<file path="src/rtl/synth_key_ctrl_pkg.sv">
// +--------------------------------------------------------------------------+
// | synth_pkg: scan codes, parameter defaults, decoder state, helpers        |
// | Rev 1.0                                                                  |
// +--------------------------------------------------------------------------+
`default_nettype none

package synth_pkg;

    localparam logic [7:0] SC_BRK      = 8'hF0;
    localparam logic [7:0] SC_EXT      = 8'hE0;

    localparam logic [7:0] SC_OCT_DN   = 8'h1A;
    localparam logic [7:0] SC_OCT_UP   = 8'h22;
    localparam logic [7:0] SC_AMP_DN   = 8'h4E;
    localparam logic [7:0] SC_AMP_UP   = 8'h55;
    localparam logic [7:0] SC_ADSR_DN  = 8'h54;
    localparam logic [7:0] SC_ADSR_UP  = 8'h5B;
    localparam logic [7:0] SC_ADSR_SEL = 8'h0D;

    localparam logic [5:0] PARAM_MAX       = 6'd63;
    localparam logic [5:0] AMP_DEFAULT     = 6'd63;
    localparam logic [5:0] ATTACK_DEFAULT  = 6'd63;
    localparam logic [5:0] DECAY_DEFAULT   = 6'd0;
    localparam logic [5:0] SUSTAIN_DEFAULT = 6'd63;
    localparam logic [5:0] REL_DEFAULT     = 6'd63;
    localparam int unsigned OCT_DEFAULT_C  = 4;
    localparam logic [2:0] OCT_MAX         = 3'd7;

    typedef enum logic [1:0] {
        ST_IDLE    = 2'd0,
        ST_BRK     = 2'd1,
        ST_EXT     = 2'd2,
        ST_EXT_BRK = 2'd3
    } ps2_state_e;

    typedef struct packed {
        logic       hit;
        logic [3:0] num;
    } note_lookup_t;

    function automatic note_lookup_t note_lookup(input logic [7:0] code);
        note_lookup_t r;
        r.hit = 1'b1;
        r.num = 4'd0;
        case (code)
            8'h1C:   r.num = 4'd0;
            8'h1D:   r.num = 4'd1;
            8'h1B:   r.num = 4'd2;
            8'h24:   r.num = 4'd3;
            8'h23:   r.num = 4'd4;
            8'h2B:   r.num = 4'd5;
            8'h2C:   r.num = 4'd6;
            8'h34:   r.num = 4'd7;
            8'h35:   r.num = 4'd8;
            8'h33:   r.num = 4'd9;
            8'h3C:   r.num = 4'd10;
            8'h3B:   r.num = 4'd11;
            default: r.hit = 1'b0;
        endcase
        return r;
    endfunction

    // One spare bit absorbs the carry/borrow so the result clamps instead of wrapping.
    function automatic logic [5:0] sat_add(input logic [5:0] v, input logic [5:0] step);
        logic [6:0] s;
        s = {1'b0, v} + {1'b0, step};
        return (s > {1'b0, PARAM_MAX}) ? PARAM_MAX : s[5:0];
    endfunction

    function automatic logic [5:0] sat_sub(input logic [5:0] v, input logic [5:0] step);
        logic [6:0] s;
        s = {1'b0, v} - {1'b0, step};
        return s[6] ? 6'd0 : s[5:0];
    endfunction

endpackage

`default_nettype wire

</file>
<file path="src/rtl/synth_key_ctrl_if.sv">
// +--------------------------------------------------------------------------+
// | synth_key_ctrl_if: PS/2 byte input and synth parameter outputs           |
// | Rev 1.0                                                                  |
// +--------------------------------------------------------------------------+
`default_nettype none

interface synth_key_ctrl_if;
    logic [7:0] ps2_data;
    logic       ps2_valid;
    logic       note_in;
    logic [3:0] note;
    logic       note_trig;
    logic [2:0] octave;
    logic [5:0] amplitude;
    logic [5:0] attack;
    logic [5:0] decay;
    logic [5:0] sustain;
    logic [5:0] rel;
    logic [1:0] adsr_sel;

    modport master (
        output ps2_data, ps2_valid,
        input  note_in, note, note_trig, octave, amplitude,
               attack, decay, sustain, rel, adsr_sel
    );

    modport slave (
        input  ps2_data, ps2_valid,
        output note_in, note, note_trig, octave, amplitude,
               attack, decay, sustain, rel, adsr_sel
    );
endinterface

`default_nettype wire

</file>
<file path="src/rtl/synth_key_ctrl_event_decoder.sv">
// +--------------------------------------------------------------------------+
// | ps2_event_decoder: make/break/extended prefix FSM with prefix timeout    |
// | Rev 1.0                                                                  |
// +--------------------------------------------------------------------------+
`default_nettype none

module ps2_event_decoder
    import synth_pkg::*;
#(
    parameter int unsigned TIMEOUT = 50000
) (
    input  logic       clk,
    input  logic       reset,
    input  logic [7:0] ps2_data,
    input  logic       ps2_valid,
    output logic       evt_valid,
    output logic       evt_break,
    output logic [7:0] evt_code
);

    localparam int unsigned TW = (TIMEOUT > 2) ? $clog2(TIMEOUT) : 1;
    localparam logic [TW-1:0] TIMER_LAST = TW'(TIMEOUT - 1);

    ps2_state_e    state_q, state_d;
    logic [TW-1:0] timer_q, timer_d;
    logic          expired;

    always_ff @(posedge clk or posedge reset) begin
        if (reset) begin
            state_q <= ST_IDLE;
            timer_q <= '0;
        end else begin
            state_q <= state_d;
            timer_q <= timer_d;
        end
    end

    assign expired  = (state_q != ST_IDLE) && (timer_q == TIMER_LAST);
    assign evt_code = ps2_data;

    // A byte arriving on the expiry cycle is still decoded in the current state.
    always_comb begin
        state_d   = state_q;
        evt_valid = 1'b0;
        evt_break = 1'b0;
        if (ps2_valid) begin
            case (state_q)
                ST_IDLE: begin
                    if (ps2_data == SC_BRK) begin
                        state_d = ST_BRK;
                    end else if (ps2_data == SC_EXT) begin
                        state_d = ST_EXT;
                    end else begin
                        evt_valid = 1'b1;
                    end
                end
                ST_BRK: begin
                    if (ps2_data != SC_BRK) begin
                        evt_valid = 1'b1;
                        evt_break = 1'b1;
                        state_d   = ST_IDLE;
                    end
                end
                ST_EXT: begin
                    state_d = (ps2_data == SC_BRK) ? ST_EXT_BRK : ST_IDLE;
                end
                default: begin
                    state_d = ST_IDLE;
                end
            endcase
        end else if (expired) begin
            state_d = ST_IDLE;
        end
    end

    always_comb begin
        timer_d = timer_q + TW'(1);
        if (ps2_valid || (state_d == ST_IDLE)) begin
            timer_d = '0;
        end
    end

endmodule

`default_nettype wire

</file>
<file path="src/rtl/synth_key_ctrl.sv">
// +--------------------------------------------------------------------------+
// | synth_key_ctrl: key events to note on/off and saturating synth params    |
// | Rev 1.0                                                                  |
// +--------------------------------------------------------------------------+
`default_nettype none

module synth_key_ctrl
    import synth_pkg::*;
#(
    parameter int unsigned STEP        = 1,
    parameter int unsigned TIMEOUT     = 50000,
    parameter int unsigned OCT_DEFAULT = OCT_DEFAULT_C
) (
    input  logic              clk,
    input  logic              reset,
    synth_key_ctrl_if.slave   bus
);

    localparam logic [5:0] STEP_V = 6'(STEP);

    logic         evt_valid;
    logic         evt_break;
    logic [7:0]   evt_code;
    note_lookup_t lk;

    logic       note_in_q,   note_in_d;
    logic [3:0] note_q,      note_d;
    logic       note_trig_q, note_trig_d;
    logic [2:0] octave_q,    octave_d;
    logic [5:0] amp_q,       amp_d;
    logic [5:0] attack_q,    attack_d;
    logic [5:0] decay_q,     decay_d;
    logic [5:0] sustain_q,   sustain_d;
    logic [5:0] rel_q,       rel_d;
    logic [1:0] sel_q,       sel_d;

    ps2_event_decoder #(
        .TIMEOUT (TIMEOUT)
    ) u_decoder (
        .clk       (clk),
        .reset     (reset),
        .ps2_data  (bus.ps2_data),
        .ps2_valid (bus.ps2_valid),
        .evt_valid (evt_valid),
        .evt_break (evt_break),
        .evt_code  (evt_code)
    );

    always_ff @(posedge clk or posedge reset) begin
        if (reset) begin
            note_in_q   <= 1'b0;
            note_q      <= 4'd0;
            note_trig_q <= 1'b0;
            octave_q    <= 3'(OCT_DEFAULT);
            amp_q       <= AMP_DEFAULT;
            attack_q    <= ATTACK_DEFAULT;
            decay_q     <= DECAY_DEFAULT;
            sustain_q   <= SUSTAIN_DEFAULT;
            rel_q       <= REL_DEFAULT;
            sel_q       <= 2'd0;
        end else begin
            note_in_q   <= note_in_d;
            note_q      <= note_d;
            note_trig_q <= note_trig_d;
            octave_q    <= octave_d;
            amp_q       <= amp_d;
            attack_q    <= attack_d;
            decay_q     <= decay_d;
            sustain_q   <= sustain_d;
            rel_q       <= rel_d;
            sel_q       <= sel_d;
        end
    end

    assign lk = note_lookup(evt_code);

    always_comb begin
        note_in_d   = note_in_q;
        note_d      = note_q;
        note_trig_d = 1'b0;
        octave_d    = octave_q;
        amp_d       = amp_q;
        attack_d    = attack_q;
        decay_d     = decay_q;
        sustain_d   = sustain_q;
        rel_d       = rel_q;
        sel_d       = sel_q;
        if (evt_valid) begin
            if (lk.hit) begin
                // Last-note priority: only the sounding key's release silences it.
                if (!evt_break) begin
                    if (!note_in_q || (lk.num != note_q)) begin
                        note_d      = lk.num;
                        note_in_d   = 1'b1;
                        note_trig_d = 1'b1;
                    end
                end else if (note_in_q && (lk.num == note_q)) begin
                    note_in_d = 1'b0;
                end
            end else if (!evt_break) begin
                case (evt_code)
                    SC_OCT_DN:   if (octave_q != 3'd0)   octave_d = octave_q - 3'd1;
                    SC_OCT_UP:   if (octave_q != OCT_MAX) octave_d = octave_q + 3'd1;
                    SC_AMP_DN:   amp_d = sat_sub(amp_q, STEP_V);
                    SC_AMP_UP:   amp_d = sat_add(amp_q, STEP_V);
                    SC_ADSR_SEL: sel_d = sel_q + 2'd1;
                    SC_ADSR_DN: begin
                        case (sel_q)
                            2'd0:    attack_d  = sat_sub(attack_q, STEP_V);
                            2'd1:    decay_d   = sat_sub(decay_q, STEP_V);
                            2'd2:    sustain_d = sat_sub(sustain_q, STEP_V);
                            default: rel_d     = sat_sub(rel_q, STEP_V);
                        endcase
                    end
                    SC_ADSR_UP: begin
                        case (sel_q)
                            2'd0:    attack_d  = sat_add(attack_q, STEP_V);
                            2'd1:    decay_d   = sat_add(decay_q, STEP_V);
                            2'd2:    sustain_d = sat_add(sustain_q, STEP_V);
                            default: rel_d     = sat_add(rel_q, STEP_V);
                        endcase
                    end
                    default: ;
                endcase
            end
        end
    end

    assign bus.note_in   = note_in_q;
    assign bus.note      = note_q;
    assign bus.note_trig = note_trig_q;
    assign bus.octave    = octave_q;
    assign bus.amplitude = amp_q;
    assign bus.attack    = attack_q;
    assign bus.decay     = decay_q;
    assign bus.sustain   = sustain_q;
    assign bus.rel       = rel_q;
    assign bus.adsr_sel  = sel_q;

endmodule

`default_nettype wire

</file>
<file path="src/flat_wrapper.sv">
// flat-port wrapper written by rule: the top's interface ports become plain ports
module synth_key_ctrl_flat import synth_pkg::*;
#(
    parameter int unsigned STEP        = 1,
    parameter int unsigned TIMEOUT     = 50000,
    parameter int unsigned OCT_DEFAULT = OCT_DEFAULT_C
)
  (clk, reset, bus_ps2_data, bus_ps2_valid, bus_note_in, bus_note, bus_note_trig, bus_octave, bus_amplitude, bus_attack, bus_decay, bus_sustain, bus_rel, bus_adsr_sel);
  synth_key_ctrl_if bus_i ();
  input  logic clk;
  input  logic reset;
  input wire logic [$bits(bus_i.ps2_data)-1:0] bus_ps2_data;
  input wire logic [$bits(bus_i.ps2_valid)-1:0] bus_ps2_valid;
  output wire logic [$bits(bus_i.note_in)-1:0] bus_note_in;
  output wire logic [$bits(bus_i.note)-1:0] bus_note;
  output wire logic [$bits(bus_i.note_trig)-1:0] bus_note_trig;
  output wire logic [$bits(bus_i.octave)-1:0] bus_octave;
  output wire logic [$bits(bus_i.amplitude)-1:0] bus_amplitude;
  output wire logic [$bits(bus_i.attack)-1:0] bus_attack;
  output wire logic [$bits(bus_i.decay)-1:0] bus_decay;
  output wire logic [$bits(bus_i.sustain)-1:0] bus_sustain;
  output wire logic [$bits(bus_i.rel)-1:0] bus_rel;
  output wire logic [$bits(bus_i.adsr_sel)-1:0] bus_adsr_sel;
  assign bus_i.ps2_data = bus_ps2_data;
  assign bus_i.ps2_valid = bus_ps2_valid;
  assign bus_note_in = bus_i.note_in;
  assign bus_note = bus_i.note;
  assign bus_note_trig = bus_i.note_trig;
  assign bus_octave = bus_i.octave;
  assign bus_amplitude = bus_i.amplitude;
  assign bus_attack = bus_i.attack;
  assign bus_decay = bus_i.decay;
  assign bus_sustain = bus_i.sustain;
  assign bus_rel = bus_i.rel;
  assign bus_adsr_sel = bus_i.adsr_sel;
  synth_key_ctrl #(.STEP(STEP), .TIMEOUT(TIMEOUT), .OCT_DEFAULT(OCT_DEFAULT)) u_core (.clk(clk), .reset(reset), .bus(bus_i));
endmodule
</file>
<file path="config.mk">
export PLATFORM = sky130hd
export DESIGN_NAME = synth_key_ctrl_flat
export DESIGN_NICKNAME = d
export VERILOG_FILES = /design/src/rtl/synth_key_ctrl_pkg.sv /design/src/rtl/synth_key_ctrl_if.sv /design/src/rtl/synth_key_ctrl_event_decoder.sv /design/src/rtl/synth_key_ctrl.sv /design/src/flat_wrapper.sv
export SDC_FILE = /design/constraint.sdc
export NUM_CORES = 1
export LEC_CHECK = 0
export BUFFER_PORTS_ARGS = -buffer_cell sky130_fd_sc_hd__buf_2
export CORE_ASPECT_RATIO = 0.8
export CORE_UTILIZATION = 41
export DETAILED_ROUTE_END_ITERATION = 8
export GPL_ROUTABILITY_DRIVEN = 0
export GPL_TIMING_DRIVEN = 0
export HOLD_SLACK_MARGIN = 0.15
export MAX_ROUTING_LAYER = met4
export PLACE_DENSITY = 0.67
export SYNTH_ARGS = -nofsm -noshare
export SYNTH_HDL_FRONTEND = slang
export SYNTH_HIERARCHICAL = 1
export SYNTH_SLANG_ARGS = --single-unit
</file>
<file path="constraint.sdc">
create_clock -name clk -period 2.45 [get_ports clk]
set_clock_uncertainty 0.1 [all_clocks]
set_input_delay 0.1225 -clock clk [delete_from_list [all_inputs] [get_ports clk]]
set_output_delay 0.1225 -clock clk [all_outputs]
set_load 0.01 [all_outputs]
</file>
==> results.json <==
{
  "use_met2_pct": 31.85,
  "status": "finished, final reports clean",
  "numPortBuffers": 51,
  "cp.required_ns": 2.60,
  "cp-start-kind": "register",
  "syn_to_final_growth_pct": 20.07,
  "endpoint_kind": "register",
  "yosysWarnings": 6,
  "hp-class": "in -> async",
  "cts_buffers": 9,
  "dp_cells": 761,
  "fill_cells": 1021,
  "finalNonFillerCells": 785,
  "power.ir.vdd_worst_mv": 0.2833,
  "setup_violations": 0,
  "grt_overflow": 0,
  "top_usage_layer": "met2",
  "routedWlPerCell_microns": 15.78,
  "report.final.slew_viol_count": 0,
  "worstSetupPathType": "reg -> reg",
  "grt_max_degree": 33,
  "fp.dieH_microns": 98.47,
  "ys_ff_latch": 59,
  "diodes": 0,
  "ant_nets": 0,
  "pwr_density_cell_nw_per_um2": 486.8,
  "slew_headroom_pct": 46.51,
  "synth-seq-area-share_pct": 31.61,
  "grtUsageMet1_pct": 29.18,
  "p_leak_uw": 0.002278,
  "grt_setup_unrepaired": "true",
  "clk_pin_slew_ns": 0.06,
  "syn_area_per_cell_sq_um": 8.442,
  "die_w_microns": 122.6,
  "path_max_fanout": 7,
  "layout_min_cycle_time_ns": 2.371,
  "rows": 34,
  "cts_buffer_depth": 2,
  "post-route-period-util_pct": 96.78,
  "cts_tree": "yes",
  "synth-edff-count": 0,
  "avgViaCountPerCell": 5.896,
  "grt_use_met3_pct": 3.762,
  "worst_pin_slew_ns": 0.7963,
  "drv_cap": 0,
  "grt_pass1_wl_microns": 20220,
  "ff2ff_setup_slack_ns": 0.08,
  "cts-htree-levels": 3,
  "first_iter_violations": 493,
  "hold_slack_ns": 0.1690,
  "post-route-drc-count": 0,
  "antenna_found_initial": 0,
  "synth_nets": 598,
  "cp.arrival_ns": 2.52,
  "first_global_vias": 4217,
  "die_area_sq_um": 12070,
  "dr_total_vias": 4628,
  "synthDistinctLibCells": 85,
  "max_freq_mhz": 421.8,
  "ys.flop_type": "dfrtp_1",
  "final_hold_viol_count": 0,
  "worstSkewPairLatency_ns": 0.33,
  "layout-drive-gt1-share_pct": 25.90,
  "io_pins": 52,
  "syn_inst": 565,
  "syn_area_sq_um": 4770,
  "hpwl_microns": 8743,
  "wirelength_microns": 12390,
  "core_sq_um": 11100,
  "nets": 669,
  "start_util_pct": 42.96,
  "track_usage_pct": 21.27,
  "cts_num_sinks": 59,
  "cts_root_buf": "clkbuf_16",
  "async_reset_ff_share_pct": 100.0,
  "drt_pass1_iterations": 6
}
## worst paths after layout
check	startpoint	to	cells after the start
max	u_core/bus.sustain[0]$_DFFE_PP1P_	u_core/bus.sustain[5]$_DFFE_PP1P_	8
min reg2reg	u_core/u_decoder/timer_q[0]$_DFF_PP0_	u_core/u_decoder/timer_q[0]$_DFF_PP0_	1
min	reset	u_core/bus.note_in$_DFFE_PP0P_	3
min in group clk	bus_ps2_data[4]	u_core/bus.note_in$_DFFE_PP0P_	3
max in group asynchronous	reset	u_core/u_decoder/timer_q[13]$_DFF_PP0_	3
max reg2reg	u_core/bus.sustain[0]$_DFFE_PP1P_	u_core/bus.sustain[5]$_DFFE_PP1P_	8
## layer usage
| layer | part of all wire, % | vias up |
|---|---|---|
| met2 | 46 | 173 |
| met1 | 47 | 2208 |
| met5 | 0 | - |
| li1 | - | 2232 |
| met4 | 1.3 | 0 |
| met3 | 5.6 | 15 |
## worst max-delay path, stage by stage (launching register included)
cell     delay [ns]
dfstp_2        0.59
inv_1          0.12
ha_1           0.34
nor3b_1        0.15
maj3_1         0.37
nand2_1        0.13
a31oi_1        0.13
a41oi_1        0.25
o21ai_0        0.10
## cells in the mapped netlist, types with 15 or more instances
master | n | share of area (%)
a21oi_1 | 26 | 2.7
a31oi_1 | 15 | 2.0
clkbuf_1 | 21 | 1.7
dfrtp_1 | 34 | 18
dfstp_2 | 25 | 14
ha_1 | 21 | 5.5
inv_1 | 31 | 2.4
nand2_1 | 48 | 3.8
nand3_1 | 19 | 2.0
nor2_1 | 40 | 3.1
nor3_1 | 23 | 2.4
o21ai_0 | 43 | 4.5
xnor2_1 | 17 | 3.1
## sequential cells by signal (all words and copies together) (netlist names), 3 cells and up
signal,count
u_core/bus.amplitude,6
u_core/bus.rel,6
u_core/bus.decay,6
u_core/bus.attack,6
u_core/bus.note,4
u_core/bus.sustain,6
u_core/u_decoder/timer_q,16
u_core/bus.octave,3
## layout by cell type (no fill, tap or decap), types with 5 or more instances in the layout
cell,instances
dfstp_2,25
o22ai_1,5
buf_4,16
o21ai_0,41
nor3b_1,7
a31oi_1,15
nor2_1,39
nor4_1,6
mux2_2,7
dfrtp_1,33
nor2_2,11
o22a_1,6
nand3b_1,7
o31ai_1,9
clkbuf_1,16
buf_2,53
a21oi_1,25
xnor2_1,17
nand2_1,47
nand3_1,19
nand2b_1,6
xor2_1,5
nand4_1,7
and3_1,7
clkbuf_16,9
inv_1,30
ha_1,20
nor3_1,23
## where the power goes
group / leakage (uW) / total, uW / internal [uW] / switching [uW]
registers: 0.000722 / 1050 / 1010 / 38.8
clock network: 0.000160 / 1390 / 898 / 491
logic: 0.00140 / 350 / 161 / 189
total: 0.00228 / 2790 / 2070 / 718
## cell families (layout without fill, tap and decap cells)
group / after synthesis / count (layout) / synth area share [%]
and+or+nand+nor: 221 / 221 / 26.21
AOI/OAI and AO/OA: 162 / 162 / 23.14
buffers and inverters: 67 / 143 / 6.348
DFF: 59 / 59 / 31.61
adders and majority gates: 24 / 24 / 6.348
xor gates and xnor gates: 22 / 22 / 4.040
muxes: 10 / 10 / 2.309
## stage by stage
stage | setup TNS [ns] | instance area, sq um | util, % | setup WS [ns] | power [uW]
final | 0 | 5727 | 51.58 | 0.07899 | 2788
after detailed placement | -10.90 | 5225 | 47.06 | -0.4904 | 1366
after global placement | -8.421 | 5205 | 46.88 | -0.4193 | 1352
after floorplan | 0 | 4770 | - | 0.08274 | 1267
after CTS | 0 | 5594 | 50.38 | 0.03386 | 2782
after global routing | -0.07041 | 5727 | 51.58 | -0.07041 | 2903
## cell type report
class / count / area (sq um) / share of cell area [%]
timing repair buffer: 63 / 367.9 / 6.423
multi-input combinational: 439 / 3050 / 53.27
sequential: 59 / 1509 / 26.35
tap: 144 / 180.2 / 3.146
buffer: 33 / 177.7 / 3.102
clock buffer: 9 / 225.2 / 3.933
clock inverter: 7 / 100.1 / 1.748
inverter: 31 / 116.4 / 2.032
## timing repair
| item | CTS | global route |
|---|---|---|
| endpoints found under the setup margin | 17 | 20 |
| pin swaps | 0 | 7 |
| hold buffers | 4 | 0 |
| endpoints found under the hold margin | 67 | 0 |
| setup buffers | 0 | 7 |
| resized for setup | 4 | 23 |
(Power assumes the default switching activity.)
